File: src/rtl/stopwatch_pkg.sv
// Shared state encoding and default timing constants for the stopwatch control path.
package stopwatch_pkg;

    typedef enum logic [1:0] {
        ST_IDLE    = 2'd0,
        ST_RUN     = 2'd1,
        ST_PAUSE   = 2'd2,
        ST_EXPIRED = 2'd3
    } state_t;

    localparam int DEF_TICK_DIV        = 10000000;
    localparam int DEF_FAST_MULT       = 5;
    localparam int DEF_FLASH_DIV       = 25000000;
    localparam int DEF_DEBOUNCE_CYCLES = 1000000;

endpackage

File: src/rtl/stopwatch_sequencer_if.sv
// Control bundle between the sequencer and the BCD counter / display driver.
interface stopwatch_sequencer_if;

    logic cnt_en;
    logic cnt_up;
    logic cnt_clr;
    logic cnt_zero;
    logic lap_hold;
    logic blank;

    modport master (
        output cnt_en, cnt_up, cnt_clr, lap_hold, blank,
        input  cnt_zero
    );

    modport slave (
        input  cnt_en, cnt_up, cnt_clr, lap_hold, blank,
        output cnt_zero
    );

endinterface

File: src/rtl/stopwatch_sequencer_btn_conditioner.sv
// Push-button conditioner: 2-flop synchronizer, optional debounce, rising-edge pulse.
// Debounce is compiled in only when STOPWATCH_DEBOUNCE_EN is defined.
module btn_conditioner
`ifdef STOPWATCH_DEBOUNCE_EN
#(
    parameter int DEBOUNCE_CYCLES = stopwatch_pkg::DEF_DEBOUNCE_CYCLES
)
`endif
(
    input  logic clk,
    input  logic reset,
    input  logic btn,
    output logic pulse
);

    logic sync0;
    logic sync1;
    logic level;
    logic level_d;

    always_ff @(posedge clk) begin
        if (reset) begin
            sync0 <= 1'b0;
            sync1 <= 1'b0;
        end else begin
            sync0 <= btn;
            sync1 <= sync0;
        end
    end

`ifdef STOPWATCH_DEBOUNCE_EN
    localparam int DW = $clog2(DEBOUNCE_CYCLES + 1);
    logic [DW-1:0] stable_cnt;

    // The level only follows the synchronizer after it has disagreed for a full window.
    always_ff @(posedge clk) begin
        if (reset) begin
            level      <= 1'b0;
            stable_cnt <= '0;
        end else if (sync1 == level) begin
            stable_cnt <= '0;
        end else if (stable_cnt == DW'(DEBOUNCE_CYCLES - 1)) begin
            level      <= sync1;
            stable_cnt <= '0;
        end else begin
            stable_cnt <= stable_cnt + 1'b1;
        end
    end
`else
    assign level = sync1;
`endif

    always_ff @(posedge clk) begin
        if (reset) begin
            level_d <= 1'b0;
        end else begin
            level_d <= level;
        end
    end

    assign pulse = level & ~level_d;

endmodule

File: src/rtl/stopwatch_sequencer.sv
// Control FSM for the 4-digit BCD stopwatch/timer: button commands to count/clear/lap/blank.
// Define STOPWATCH_DEBOUNCE_EN to add per-button debouncing in front of edge detection.
module stopwatch_sequencer
    import stopwatch_pkg::*;
#(
    parameter int TICK_DIV  = DEF_TICK_DIV,
    parameter int FAST_MULT = DEF_FAST_MULT,
    parameter int FLASH_DIV = DEF_FLASH_DIV
`ifdef STOPWATCH_DEBOUNCE_EN
    ,
    parameter int DEBOUNCE_CYCLES = DEF_DEBOUNCE_CYCLES
`endif
) (
    input  logic                  clk,
    input  logic                  reset,
    input  logic                  btn_start,
    input  logic                  btn_stop,
    input  logic                  btn_lap,
    input  logic                  btn_clear,
    input  logic                  sw_up,
    input  logic                  sw_set,
    stopwatch_sequencer_if.master ctrl,
    output logic [1:0]            state
);

    localparam int PW = $clog2(TICK_DIV + FAST_MULT + 1);
    localparam int FW = $clog2(FLASH_DIV + 1);

    logic [3:0] raw_btn;
    logic [3:0] cmd;
    logic       start_p;
    logic       stop_p;
    logic       lap_p;
    logic       clear_p;

    assign raw_btn = {btn_clear, btn_lap, btn_stop, btn_start};
    assign start_p = cmd[0];
    assign stop_p  = cmd[1];
    assign lap_p   = cmd[2];
    assign clear_p = cmd[3];

`ifdef STOPWATCH_DEBOUNCE_EN
    btn_conditioner #(.DEBOUNCE_CYCLES(DEBOUNCE_CYCLES)) u_btn [3:0] (
        .clk(clk), .reset(reset), .btn(raw_btn), .pulse(cmd)
    );
`else
    btn_conditioner u_btn [3:0] (
        .clk(clk), .reset(reset), .btn(raw_btn), .pulse(cmd)
    );
`endif

    state_t        state_r;
    logic          cnt_en_r;
    logic          cnt_clr_r;
    logic          lap_hold_r;
    logic          blank_r;
    logic          cnt_up_r;
    logic          set_mode;
    logic [PW-1:0] prescaler;
    logic [PW-1:0] pre_sum;
    logic          terminal;
    logic [FW-1:0] flash_cnt;

    // Terminal is the last prescaler step of a period: with unit steps that is
    // prescaler == TICK_DIV-1, and in set mode the step that would pass it.
    always_comb begin
        pre_sum  = prescaler + (set_mode ? PW'(FAST_MULT) : PW'(1));
        terminal = (pre_sum >= PW'(TICK_DIV));
    end

    always_ff @(posedge clk) begin
        if (reset) begin
            state_r    <= ST_IDLE;
            cnt_en_r   <= 1'b0;
            cnt_clr_r  <= 1'b0;
            lap_hold_r <= 1'b0;
            blank_r    <= 1'b0;
            cnt_up_r   <= 1'b1;
            set_mode   <= 1'b0;
            prescaler  <= '0;
            flash_cnt  <= '0;
        end else begin
            cnt_en_r  <= 1'b0;
            cnt_clr_r <= 1'b0;
            if (state_r != ST_RUN) begin
                cnt_up_r <= sw_up;
                set_mode <= sw_set;
            end
            case (state_r)
                ST_IDLE: begin
                    lap_hold_r <= 1'b0;
                    blank_r    <= 1'b0;
                    if (clear_p) begin
                        cnt_clr_r <= 1'b1;
                    end else if (start_p) begin
                        state_r   <= ST_RUN;
                        prescaler <= '0;
                    end
                end
                ST_RUN: begin
                    // A stop wins over a coincident terminal step, so no count is issued.
                    if (stop_p) begin
                        state_r <= ST_PAUSE;
                    end else begin
                        if (lap_p) begin
                            lap_hold_r <= ~lap_hold_r;
                        end
                        if (terminal) begin
                            prescaler <= '0;
                            if (!cnt_up_r && ctrl.cnt_zero && !set_mode) begin
                                state_r   <= ST_EXPIRED;
                                blank_r   <= 1'b1;
                                flash_cnt <= '0;
                            end else begin
                                cnt_en_r <= 1'b1;
                            end
                        end else begin
                            prescaler <= pre_sum;
                        end
                    end
                end
                ST_PAUSE: begin
                    if (clear_p) begin
                        cnt_clr_r  <= 1'b1;
                        lap_hold_r <= 1'b0;
                        state_r    <= ST_IDLE;
                    end else if (start_p) begin
                        state_r   <= ST_RUN;
                        prescaler <= '0;
                    end else if (lap_p) begin
                        lap_hold_r <= ~lap_hold_r;
                    end
                end
                ST_EXPIRED: begin
                    if (clear_p || stop_p) begin
                        cnt_clr_r  <= clear_p;
                        blank_r    <= 1'b0;
                        lap_hold_r <= 1'b0;
                        state_r    <= ST_IDLE;
                    end else if (flash_cnt == FW'(FLASH_DIV - 1)) begin
                        flash_cnt <= '0;
                        blank_r   <= ~blank_r;
                    end else begin
                        flash_cnt <= flash_cnt + 1'b1;
                    end
                end
                default: begin
                    state_r <= ST_IDLE;
                end
            endcase
        end
    end

    assign ctrl.cnt_en   = cnt_en_r;
    assign ctrl.cnt_up   = cnt_up_r;
    assign ctrl.cnt_clr  = cnt_clr_r;
    assign ctrl.lap_hold = lap_hold_r;
    assign ctrl.blank    = blank_r;
    assign state         = state_r;

endmodule

File: src/flat_wrapper.sv
// flat-port wrapper written by rule: the top's interface ports become plain ports
module stopwatch_sequencer_flat import stopwatch_pkg::*;
#(
    parameter int TICK_DIV  = DEF_TICK_DIV,
    parameter int FAST_MULT = DEF_FAST_MULT,
    parameter int FLASH_DIV = DEF_FLASH_DIV

)
  (clk, reset, btn_start, btn_stop, btn_lap, btn_clear, sw_up, sw_set, state, ctrl_cnt_en, ctrl_cnt_up, ctrl_cnt_clr, ctrl_lap_hold, ctrl_blank, ctrl_cnt_zero);
  stopwatch_sequencer_if ctrl_i ();
  input  logic clk;
  input  logic reset;
  input  logic btn_start;
  input  logic btn_stop;
  input  logic btn_lap;
  input  logic btn_clear;
  input  logic sw_up;
  input  logic sw_set;
  output logic [1:0] state;
  output wire logic [$bits(ctrl_i.cnt_en)-1:0] ctrl_cnt_en;
  output wire logic [$bits(ctrl_i.cnt_up)-1:0] ctrl_cnt_up;
  output wire logic [$bits(ctrl_i.cnt_clr)-1:0] ctrl_cnt_clr;
  output wire logic [$bits(ctrl_i.lap_hold)-1:0] ctrl_lap_hold;
  output wire logic [$bits(ctrl_i.blank)-1:0] ctrl_blank;
  input wire logic [$bits(ctrl_i.cnt_zero)-1:0] ctrl_cnt_zero;
  assign ctrl_cnt_en = ctrl_i.cnt_en;
  assign ctrl_cnt_up = ctrl_i.cnt_up;
  assign ctrl_cnt_clr = ctrl_i.cnt_clr;
  assign ctrl_lap_hold = ctrl_i.lap_hold;
  assign ctrl_blank = ctrl_i.blank;
  assign ctrl_i.cnt_zero = ctrl_cnt_zero;
  stopwatch_sequencer #(.TICK_DIV(TICK_DIV), .FAST_MULT(FAST_MULT), .FLASH_DIV(FLASH_DIV)) u_core (.clk(clk), .reset(reset), .btn_start(btn_start), .btn_stop(btn_stop), .btn_lap(btn_lap), .btn_clear(btn_clear), .sw_up(sw_up), .sw_set(sw_set), .ctrl(ctrl_i), .state(state));
endmodule
File: config.mk
export PLATFORM = sky130hd
export DESIGN_NAME = stopwatch_sequencer_flat
export DESIGN_NICKNAME = d
export VERILOG_FILES = /design/src/rtl/stopwatch_pkg.sv /design/src/rtl/stopwatch_sequencer_if.sv /design/src/rtl/stopwatch_sequencer_btn_conditioner.sv /design/src/rtl/stopwatch_sequencer.sv /design/src/flat_wrapper.sv
export SDC_FILE = /design/constraint.sdc
export NUM_CORES = 1
export LEC_CHECK = 0
export ABC_AREA = 1
export BUFFER_PORTS_ARGS = -buffer_cell sky130_fd_sc_hd__buf_2
export CAP_MARGIN = 10
export CORE_MARGIN = 2
export CORE_UTILIZATION = 50
export DETAILED_ROUTE_END_ITERATION = 10
export PLACE_DENSITY = 0.74
export SYNTH_ARGS = -nofsm -noshare
export SYNTH_HDL_FRONTEND = slang
export SYNTH_SLANG_ARGS = --single-unit
File: constraint.sdc
create_clock -name clk -period 4.48 [get_ports clk]
set_input_delay 0.224 -clock clk [delete_from_list [all_inputs] [get_ports clk]]
set_output_delay 0.224 -clock clk [all_outputs]
set_load 0.02 [all_outputs]
; ---- Yosys cells after proc, flatten, opt, wreduce, memory -nomap -nowiden
; Index checks and enable logic that the tools add are counted.
[op_classes]
add_sub_neg = 2
magnitude_cmp = 1
eq_ne = 17
mux = 36
n_bitwise = 12
reduce_logical = 16
[ops]
columns = op, count
row1 = $mux W25, 5
row2 = $mux W24, 4
row3 = $pmux W25 S2, 1
row4 = $pmux W24 S2, 1
row5 = $add A25 B1 Y25 const B, 1
row6 = $eq A25 B25 Y1 const B, 1
row7 = $add A24 B24 Y24, 1
row8 = $ge A24 B24 Y1 const B, 1
row9 = $mux W2, 7
row10 = $mux W1, 13
row11 = $ne A2 B1 Y1 const B, 5
row12 = $reduce_and A5 Y1, 2
row13 = $ne A3 B1 Y1 const B, 3
row14 = $ne A2 B2 Y1 const B, 4
row15 = $not A1 Y1, 8
row16 = $pmux W2 S4, 1
row17 = $reduce_and A4 Y1, 2
row18 = $and A1 B1 Y1, 4
row19 = $eq A2 B2 Y1 const B, 2
row20 = $pmux W1 S4, 1
row21 = $reduce_bool A2 Y1, 2
row22 = $reduce_or A4 Y1, 1
row23 = $mux W3, 1
row24 = $ne A3 B3 Y1 const B, 1
row25 = other kinds (10), 12
[word_totals]
regBits = 69
inputBits = 9
output_inout_bits = 7
word_cells = 105

; ---- Logic depth before layout (Yosys ltp)
; Gate-level depths: netlist of run 1.
[depth]
word_depth = 7
depth_mapped = 19
mapped_depth_nobuf = 18

; ---- Modules after synthesis
; A second synthesis of run 1 with hierarchy kept.
[unflattened]
cells_unflattened = 711
area_unflattened_um2 = 4327.9
[by_module_without_submodules]
columns = module, instances, cells_per_inst, area_per_inst_um2, seq_area_each_um2
row1 = stopwatch_sequencer, 1, 671, 3982.6, 1141.1
row2 = btn_conditioner, 4, 10, 86.3, 60.1

; ---- Least setup slack after synthesis of run 1
; Ideal clock, no wire load.
[synth_timing]
path_kind = reg2reg
from = register u_core.prescaler[2]
to = register u_core.flash_cnt[17]
setup_time_ns = 0.110
arrival_time_ns = 2.065
t_required_ns = 4.370
setup_slack_ns = 2.305
stages_incl_launch_ff = 19
path_buffers = 1
synth_period_minus_slack_ns = 2.175
cell_sequence = dfxtp_1 > ha_1 > nand3_1 > nand2_2 > nand2_1 > clkinv_1 > nand2_1 > nand2_1 > nand2_1 > nand2_1 > inv_1 > nor2_1 > nor2_2 > nand3_4 > nand3_4 > buf_6 > nand2_2 > inv_2 > nor2_1
[synth_between]
elab_chain_cells = 4
[synth_lines]
columns = item, line_no
row1 = start: declaration, stopwatch_sequencer.sv:59  ; logic [PW-1:0] prescaler;
row2 = start signal: assignment, stopwatch_sequencer.sv:118  ; prescaler <= pre_sum;
row3 = $add A24 B24 Y24, stopwatch_sequencer.sv:67  ; pre_sum = prescaler + (set_mode ? PW'(FAST_MULT) : PW'(1));
row4 = $ge A24 B24 Y1, stopwatch_sequencer.sv:68  ; terminal = (pre_sum >= PW'(TICK_DIV));
row5 = $ne A2 B1 Y1 (no line), n/a
row6 = $reduce_and A5 Y1 (no line), n/a
row7 = end signal: assignment, stopwatch_sequencer.sv:144  ; flash_cnt <= flash_cnt + 1'b1;
row8 = end: declaration, stopwatch_sequencer.sv:62  ; logic [FW-1:0] flash_cnt;
; No other way between the ends.
; A chain may end at the register's enable or synchronous reset.

; ---- Worst setup path after layout of run 1
[layout_timing]
from = register u_core.prescaler[2]
to = register u_core.flash_cnt[24]
; The elaborated chain is that of the path after synthesis.

==> out/summary.txt, run 1 <==
antenna cells: 0
crit path launch: u_core.prescaler[2]
Placer Congestion: 0.938
synthesis-to-layout area growth: 7.50%
CTS tree: built
status: completed
Worst-path clk slew: 0.08 ns
Yosys reg bits: 69
total clock sinks: 69
Post-Place Worst Slack: 1.66 ns
Synth top area share: 0.308
hold path cells: 3
num ports: 16
Synth Area in Compound Gates: 0.0759
htree depth: 3
final number of max-transition violations: 0
RSZ-0062 raised after global routing: false
cts bufs inserted: 9
met2 global-route usage: 0.386
Remaining DRCs: 0
CTS root buf: clkbuf_8
final period utilization: 0.638
routing usage on met1: 0.289
endpoint class of the critical path: flop
cell count after synthesis: 745
clock skew: 0.0114 ns
Longest Clk Path Bufs: 2
max-slew headroom at the worst pin: 0.366
busiest grt layer: met2
Overall Power: 2230 uW
pwr/cell area: 463 nW/um2
Yosys top cell by area: dfxtp_1
Hold-fix buffers, CTS: 0
initial antenna violation count: 0
commonest non-fill, non-tap cell in the layout: nand2_1
Post-Synth Simple-Gate Area: 0.459
Initial DRC Count: 261
crit path kind: reg2reg
met3 Use GR: 0.0390
maximum clock frequency: 350 MHz
drt first pass iters: 5
Post-Syn Area per Cell: 6.02 um2
share of layout cells above drive strength 1: 0.0901
CP max stage delay: 0.40 ns
Max Cap Viol: 0
top_reg_cell synth: dfxtp_1
final wirelength: 10600 um
post-synthesis mux area share: 0
P_leak: 0.00204 uW
FF-to-FF path depth: 16
Min-Delay Path Class: in2reg
Worst VDD drop: 0.224 mV
Core ar.: 8720 um2
fraction of registers with async set/reset: 0
first-pass GRT wire length: 18600 um
EDFF count, synth: 0
CP Max Fanout: 27
crit path time final: 2.86 ns
total grt overflow: 0
Setup crit start kind: flop
site row count: 34
initial core utilization: 0.514
Slew @ Worst Pin: 0.951 ns
largest family of logic cells by synthesized area: simple AND/OR/NAND/NOR gates
Unique masters post-synth: 37
Synth Area in XOR/XNOR: 0.0117
Fill cells: 853
via count: 4579
Core Util, Final: 0.553
required time of the critical path: 4.72 ns
Max stage delay cell, worst path: nand3_4
DR WL/cell: 12.2 um
DRT antenna net count: 0
DP HPWL: 7360 um
r2r setup slk: 1.62 ns
worst r2r src: u_core.prescaler[2]
pin count of the biggest net entering global routing: 41
post-CTS sizing: 0
Setup Buffers After CTS: 0
gr usage total: 0.226
Critical Path AT: 3.10 ns
Die W: 98.7 um
worst setup margin: 1.62 ns
Clock Latency Late Sink: 0.35 ns
Mapped Area: 4490 um2
# setup viols final: 0
top cells by area, synth: dfxtp_1, nand2_1, inv_1
nets: 767
die area: 9740 um2
most frequent cells in the layout: nand2_1, inv_1, nor2_1, nand3_1, dfxtp_1
critical-path cell list: ha_1, nand3_1, nand2_2, nand3_1, nor2_1, nand2_1, nand2_1, nand2_1, nor2_1, nor2_1, nor2_2, nand3_4, nand3_4, nand2_1, inv_2, nor2_1
Die Ht: 98.7 um
Net Count, Synth: 762
final hold vios: 0
IO Port Bufs: 15
worst r2r dst: u_core.flash_cnt[24]
Setup TNS: 0 ns
vias per inst: 5.31
Setup crit end: u_core.flash_cnt[24]
vias in the first global route: 4227
Hold Slack: 0.0699 ns
Adder-Cell Fraction of Synth Area: 0.0223
register area share after synthesis: 0.308
synth warn: 0
-- critical path, delay by kind of cell (launching register included) --
family	cells	cell delay [ns]
simple gates	14	1.98
fa+ha+maj	1	0.35
flops	1	0.33
buf+inv	1	0.06
-- metrics by stage --
stage               area (um2)  instances
floorplan                 4490        745
global placement          4600        847
detailed placement        4600        847
CTS                       4820        863
global route              4820        863
finish                    4820        863
-- state kept, by name, summed over array words and instances, names as in the netlist --
register / flops
u_core.ctrl.cnt_clr: 1
u_core.ctrl.blank: 1
u_core.ctrl.lap_hold: 1
u_core.u_btn.sync0: 4
u_core.u_btn.level: 4
u_core.ctrl.cnt_up: 1
u_core.prescaler: 24
u_core.u_btn.level_d: 4
u_core.flash_cnt: 25
u_core.ctrl.cnt_en: 1
u_core.state: 2
u_core.set_mode: 1
-- synthesized netlist by cell type, types with 2 or more instances --
master / count
a21oi_1: 29
buf_4: 2
nand4_1: 40
ha_1: 8
clkbuf_1: 11
nand2_1: 210
xor2_1: 5
nor3_1: 8
buf_6: 2
buf_1: 5
nand2_2: 15
nand3_4: 2
nand3_1: 71
inv_1: 109
nor4_1: 2
buf_2: 5
nor2_2: 5
dfxtp_1: 69
nor2_1: 98
nand3b_1: 4
o21ai_0: 20
inv_2: 5
or2_2: 3
o21bai_1: 2
nor2_4: 3
-- metal layers --
| metal | up-vias | wire [um] |
|---|---|---|
| met5 | - | 0 |
| met4 | 0 | 176 |
| met3 | 22 | 569 |
| met2 | 154 | 5070 |
| met1 | 2028 | 4750 |
| li1 | 2375 | - |
-- worst min-delay path by stage --
stage,from,end
floorplan,reset,u_core.ctrl.cnt_clr
global placement,u_core.u_btn[3].sync0,u_core.u_btn[3].level
detailed placement,u_core.u_btn[3].sync0,u_core.u_btn[3].level
CTS,sw_up,u_core.ctrl.cnt_up
global route,btn_clear,u_core.u_btn[3].sync0
finish,sw_up,u_core.ctrl.cnt_up
-- power by group --
part / internal, uW / switching, uW / total [uW]
clock network: 315 / 257 / 572
registers: 715 / 100 / 816
logic: 280 / 563 / 843
total: 1310 / 920 / 2230
-- layout make-up --
cell class | instances | area, um2 | share of cell area
multi-input cells | 536 | 2550 | 0.529
flip-flops and latches | 69 | 1380 | 0.286
inverters | 115 | 432 | 0.0895
well taps | 108 | 135 | 0.0280
clock buffers | 9 | 124 | 0.0257
repair buffers | 19 | 105 | 0.0218
clock inverters | 7 | 95.1 | 0.0197
-- cell families (layout without fill, tap and decap cells) --
kind of cell,after synthesis,in the layout
compound gates,61,61
xor+xnor,6,6
fa+ha+maj,8,8
buf+inv,140,150
flops,69,69
simple gates,461,461
No activity file was read; power rests on OpenSTA's default activity.
==> run 2: changes to the inputs <==
- PLACE_DENSITY: 0.74 -> 0.76
- clock period: 4.48 -> 2.4 ns (I/O delays scaled with it)
==> run 2 against run 1 <==
- the run now ends with negative setup slack left
- flip-flop and latch count did not move
- utilization is 8.1 points higher
- die area did not move
- clock skew up 0.0020 ns
- clock-buffer cell count stayed put
- via count grew 8.5%
- global-route usage rose by 1.5 points
- first-iteration DRC count rose by 25%
- sequential share of layout area decreased by 3.6 points
- worst setup slack worse by 1.7 ns
- critical path depth grew 1
- largest cell class unchanged
==> out/summary.txt, run 2 (synthesis gave the netlist of run 1 again) <==
Die W: 98.7 um (unchanged)
vias in the first global route: 4617 (was 4227)
worst r2r src: u_core.set_mode (was u_core.prescaler[2])
clock skew: 0.0133 ns (was 0.0114 ns)
Post-Place Worst Slack: -0.00583 ns (was 1.66 ns)
final number of max-transition violations: 0 (unchanged)
most frequent cells in the layout: nand2_1, inv_1, nor2_1, dfxtp_1, nand3_1 (was nand2_1, inv_1, nor2_1, nand3_1, dfxtp_1)
Initial DRC Count: 325 (was 261)
Max Cap Viol: 0 (unchanged)
final wirelength: 12400 um (was 10600 um)
Remaining DRCs: 0 (unchanged)
Sw Pwr: 2040 uW (was 920 uW)
failing checks: negative setup slack
max-slew headroom at the worst pin: 0.554 (was 0.366)
required time of the critical path: 2.69 ns (was 4.72 ns)
Die Ht: 98.7 um (unchanged)
crit path launch: u_core.set_mode (was u_core.prescaler[2])
Core ar.: 8720 um2 (unchanged)
commonest non-fill, non-tap cell in the layout: nand2_1 (unchanged)
RSZ-0062 raised after global routing: true (was false)
P_leak: 0.00235 uW (was 0.00204 uW)
drt first pass iters: 5 (unchanged)
nets: 805 (was 767)
Overall Power: 4800 uW (was 2230 uW)
max reg flops: 25 (unchanged)
synthesis-to-layout area growth: 23.3% (was 7.50%)
switch share: 0.426 (was 0.412)
final period utilization: 1.02 (was 0.638)
Pint: 2750 uW (was 1310 uW)
Worst VDD drop: 0.427 mV (was 0.224 mV)
final hold vios: 0 (unchanged)
total clock sinks: 69 (unchanged)
die area: 9740 um2 (unchanged)
Regs by FF count: u_core.flash_cnt (25), u_core.prescaler (24) (unchanged)
Critical Path AT: 2.73 ns (was 3.10 ns)
crit path kind: reg2reg (unchanged)
Slew @ Worst Pin: 0.669 ns (was 0.951 ns)
share of layout cells above drive strength 1: 0.219 (was 0.0901)
CTS tree: built (unchanged)
Clock power frac: 0.235 (was 0.256)
Hold Slack: 0.0656 ns (was 0.0699 ns)
endpoint class of the critical path: flop (unchanged)
Seq pwr share: 0.318 (was 0.366)
htree depth: 3 (unchanged)
cts bufs inserted: 9 (unchanged)
via count: 4966 (was 4579)
hold wc startpoint: sw_set (was sw_up)
Setup crit start kind: flop (unchanged)
# setup viols final: 25 (was 0)
DP HPWL: 7940 um (was 7360 um)
Seq. cell area: 1390 um2 (was 1380 um2)
initial core utilization: 0.514 (unchanged)
Worst-path clk slew: 0.09 ns (was 0.08 ns)
DR WL/cell: 13.8 um (was 12.2 um)
Comb pwr share: 0.447 (was 0.378)
worst setup margin: -0.0459 ns (was 1.62 ns)
site row count: 34 (unchanged)
pwr/cell area: 867 nW/um2 (was 463 nW/um2)
multi-input logic area: 2830 um2 (was 2550 um2)
status: finished, violations left (was completed)
DRT antenna net count: 0 (unchanged)
Biggest register: u_core.flash_cnt (unchanged)
vias per inst: 5.51 (was 5.31)
Placer Congestion: 0.982 (was 0.938)
crit path time final: 2.45 ns (was 2.86 ns)
Setup TNS: -0.283 ns (was 0 ns)
CP Max Fanout: 6 (was 27)
Core Util, Final: 0.634 (was 0.553)
IO Port Bufs: 15 (unchanged)
Longest Clk Path Bufs: 2 (unchanged)
Min-Delay Path Class: in2reg (unchanged)
CTS root buf: clkbuf_8 (unchanged)
total grt overflow: 0 (unchanged)
pin count of the biggest net entering global routing: 40 (was 41)
first-pass GRT wire length: 19800 um (was 18600 um)
Clock Latency Late Sink: 0.36 ns (was 0.35 ns)
maximum clock frequency: 409 MHz (was 350 MHz)
initial antenna violation count: 0 (unchanged)
gr usage total: 0.241 (was 0.226)
antenna cells: 0 (unchanged)
Fill cells: 749 (was 853)
num ports: 16 (unchanged)
==> run 2: path summary, 6_finish.rpt <==
kind,cells after the start,to,slack [ns]
worst max-delay path,17,u_core.prescaler[8],-0.05
worst min-delay path,3,u_core.set_mode,0.07
worst max register to register,17,u_core.prescaler[8],-0.05
worst min register to register,2,u_core.u_btn[3].level,0.41
==> run 2: metal layers <==
| layer | wire, um | GRT usage |
|---|---|---|
| met1 | 5000 | 0.292 |
| met2 | 6280 | 0.421 |
| met3 | 748 | 0.0397 |
| met4 | 398 | 0.110 |
| met5 | 0 | 0 |
==> run 2: through the flow <==
stage / area (um2) / std cells
final: 5530 / 901
after floorplan: 4490 / 745
after detailed placement: 4820 / 868
after global routing: 5530 / 901
after global placement: 4820 / 868
after CTS: 5140 / 891
==> run 2: timing repair <==
item,4_1_cts,5_1_grt
cloned,0,3
gates resized for setup,4,89
hold buffers,5,0
hold endpoints to repair,5,0
pin swaps,4,46
setup endpoints to repair,26,52
buffers inserted,2,7
==> run 2: critical path, stage by stage, from the launching register on <==
cell and delay (ns):
dfxtp_1 0.34, ha_4 0.32, nand2_1 0.08, nand2_1 0.12
nand2_2 0.10, buf_4 0.15, o21bai_1 0.14, nand2_1 0.09
nand2_2 0.10, nor2_1 0.06, nand2_1 0.07, nand3_2 0.09
nand2_4 0.10, nand2_1 0.09, inv_4 0.13, clkbuf_16 0.16
nand3_1 0.08, a21oi_1 0.15
==> run 2: final cells by class <==
class | instances | area share
clock buffers | 9 | 0.0224
clock inverters | 7 | 0.0190
inverters | 115 | 0.0785
multi-input cells | 536 | 0.511
flip-flops and latches | 69 | 0.251
well taps | 108 | 0.0244
repair buffers | 57 | 0.0943
==> run 2: power groups by stage <==
stage          clock network, uW  logic (uW)  registers [uW]
2_1_floorplan                  0        1290            1530
3_3_place_gp                   0        1720            1530
3_5_place_dp                   0        1770            1540
4_1_cts                     1140        1790            1520
5_1_grt                     1180        2380            1560
6_report                    1130        2140            1530
==> run 3: changes to the inputs <==
- REMOVE_ABC_BUFFERS: unset -> 1
- SETUP_SLACK_MARGIN: unset -> 0.4
==> run 3 against run 2 <==
- highest routed layer unchanged
- design area grew 5.5%
- clock skew grew 0.0024 ns
- die area is the same
- final cell count grew 1.7%
- the flow still finishes with violations (negative setup slack)
- critical endpoint is now u_core.flash_cnt[16]
==> out/summary.txt, run 3 (synthesis gave the netlist of run 1 again) <==
initial core utilization: 0.514 (unchanged)
DP HPWL: 7970 um (was 7940 um)
Critical Path AT: 2.76 ns (was 2.73 ns)
Min-Delay Path Class: in2reg (unchanged)
initial antenna violation count: 0 (unchanged)
IO Port Bufs: 15 (unchanged)
Hold Crit Endpoint: u_core.set_mode (unchanged)
num ports: 16 (unchanged)
pwr/cell area: 828 nW/um2 (was 867 nW/um2)
Regs by FF count: u_core.flash_cnt (25), u_core.prescaler (24) (unchanged)
gr usage total: 0.259 (was 0.241)
met2 global-route usage: 0.470 (was 0.421)
busiest grt layer: met2 (unchanged)
htree depth: 3 (unchanged)
site row count: 34 (unchanged)
cts bufs inserted: 9 (unchanged)
endpoint class of the critical path: flop (unchanged)
CTS tree: built (unchanged)
Worst-path clk slew: 0.09 ns (about the same)
synthesis-to-layout area growth: 30.1% (was 23.3%)
via count: 5035 (was 4966)
pin count of the biggest net entering global routing: 40 (unchanged)
met3 Use GR: 0.0418 (was 0.0397)
required time of the critical path: 2.70 ns (was 2.69 ns)
routing usage on met1: 0.309 (was 0.292)
Core ar.: 8720 um2 (unchanged)
final period utilization: 1.03 (was 1.02)
Clock Latency Late Sink: 0.36 ns (about the same)
max reg flops: 25 (unchanged)
status: finished, violations left (unchanged)
CP Max Fanout: 7 (was 6)
Inst Count DP: 872 (was 868)
maximum clock frequency: 406 MHz (was 409 MHz)
CTS root buf: clkbuf_8 (unchanged)
final number of max-transition violations: 0 (unchanged)
Die W: 98.7 um (unchanged)
DR WL/cell: 14.6 um (was 13.8 um)
nets: 820 (was 805)
RSZ-0062 raised after global routing: true (unchanged)
worst r2r dst: u_core.flash_cnt[16] (was u_core.prescaler[8])
final wirelength: 13400 um (was 12400 um)
FF-to-FF path depth: 18 (was 17)
worst setup margin: -0.0654 ns (was -0.0459 ns)
Non-Filler Instances: 916 (was 901)
DRT antenna net count: 0 (unchanged)
Placer Congestion: 0.958 (was 0.982)
r2r setup slk: -0.07 ns (was -0.05 ns)
total grt overflow: 0 (unchanged)
crit path time final: 2.47 ns (was 2.45 ns)
vias per inst: 5.50 (was 5.51)
commonest non-fill, non-tap cell in the layout: nand2_1 (unchanged)
hold path cells: 3 (unchanged)
hold wc startpoint: sw_set (unchanged)
antenna cells: 0 (unchanged)
Core Util, Final: 0.669 (was 0.634)
# setup viols final: 43 (was 25)
crit path kind: reg2reg (unchanged)
max-slew headroom at the worst pin: 0.603 (was 0.554)
Hold Slack: 0.0144 ns (was 0.0656 ns)
Worst VDD drop: 0.453 mV (was 0.427 mV)
Initial DRC Count: 347 (was 325)
share of layout cells above drive strength 1: 0.269 (was 0.219)
Slew @ Worst Pin: 0.595 ns (was 0.669 ns)
final hold vios: 0 (unchanged)
Longest Clk Path Bufs: 2 (unchanged)
failing checks: negative setup slack (unchanged)
Biggest register: u_core.flash_cnt (unchanged)
first-pass GRT wire length: 20900 um (was 19800 um)
Setup crit start kind: flop (unchanged)
vias in the first global route: 4683 (was 4617)
most frequent cells in the layout: nand2_1, inv_1, nor2_1, dfxtp_1, nand3_1 (unchanged)
P_leak: 0.00241 uW (was 0.00235 uW)
Setup TNS: -1.27 ns (was -0.283 ns)
Remaining DRCs: 0 (unchanged)
worst r2r src: u_core.set_mode (unchanged)
clock skew: 0.0157 ns (was 0.0133 ns)
total clock sinks: 69 (unchanged)
Max Cap Viol: 0 (unchanged)
Die Ht: 98.7 um (unchanged)
die area: 9740 um2 (unchanged)
drt first pass iters: 7 (was 5)
[run 3: layer usage]
layer  up-vias  wire length (um)
li1       2480                 -
met1      2283              5360
met2       223              6800
met3        49               801
met4         0               452
met5         -                 0
[run 3: timing repair]
item,4_1_cts,5_1_grt
hold buffers,5,0
endpoints found under the setup margin,53,53
pin swaps,41,36
endpoints found under the hold margin,5,0
buffers inserted,9,10
cloned,1,3
gates resized for setup,55,87
[run 3: through the flow]
| step | total power [uW] | area, um2 | setup slack [ns] |
|---|---|---|---|
| after global placement | 3290 | 4850 | 0.0781 |
| final | 4830 | 5840 | -0.0654 |
| after detailed placement | 3330 | 4850 | 0.0169 |
| after CTS | 4620 | 5420 | 0.0686 |
| after floorplan | 2710 | 4360 | -0.0682 |
| after global routing | 5150 | 5840 | -0.213 |
[run 3: worst max-delay path, stage by stage (launching register included)]
cell and delay (ns):
dfxtp_2 0.35, ha_4 0.31, nand3_4 0.11, nand2_8 0.11
nand2_8 0.06, nor2_4 0.16, nand2_2 0.09, nand2_2 0.08
nand2_2 0.06, nor2_2 0.08, nand2_1 0.08, nor2_2 0.13
nand2_2 0.10, nand3_4 0.11, nand3_4 0.16, buf_12 0.22
nand2_4 0.05, inv_2 0.03, nor2_2 0.09
[run 3: power breakdown]
group / internal [uW] / switching (uW) / total (uW)
registers: 1340 / 191 / 1530
clock network: 590 / 505 / 1100
logic: 875 / 1340 / 2210
total: 2800 / 2030 / 4830
[run 3: how the worst max path moves through the flow]
stage	startpoint	to
2_1_floorplan	u_core.state[0]	u_core.prescaler[4]
3_3_place_gp	u_core.set_mode	u_core.flash_cnt[4]
3_5_place_dp	u_core.set_mode	u_core.flash_cnt[24]
4_1_cts	u_core.set_mode	u_core.flash_cnt[7]
5_1_grt	u_core.prescaler[9]	u_core.flash_cnt[16]
6_report	u_core.set_mode	u_core.flash_cnt[16]
[run 3: area by class of cell]
class / count / area, um2
sequential: 69 / 1390
clock inverter: 7 / 98.8
clock buffer: 9 / 124
multi-input combinational: 536 / 3000
tap: 108 / 135
timing repair buffer: 72 / 652
fill: 687 / 2880
inverter: 115 / 439
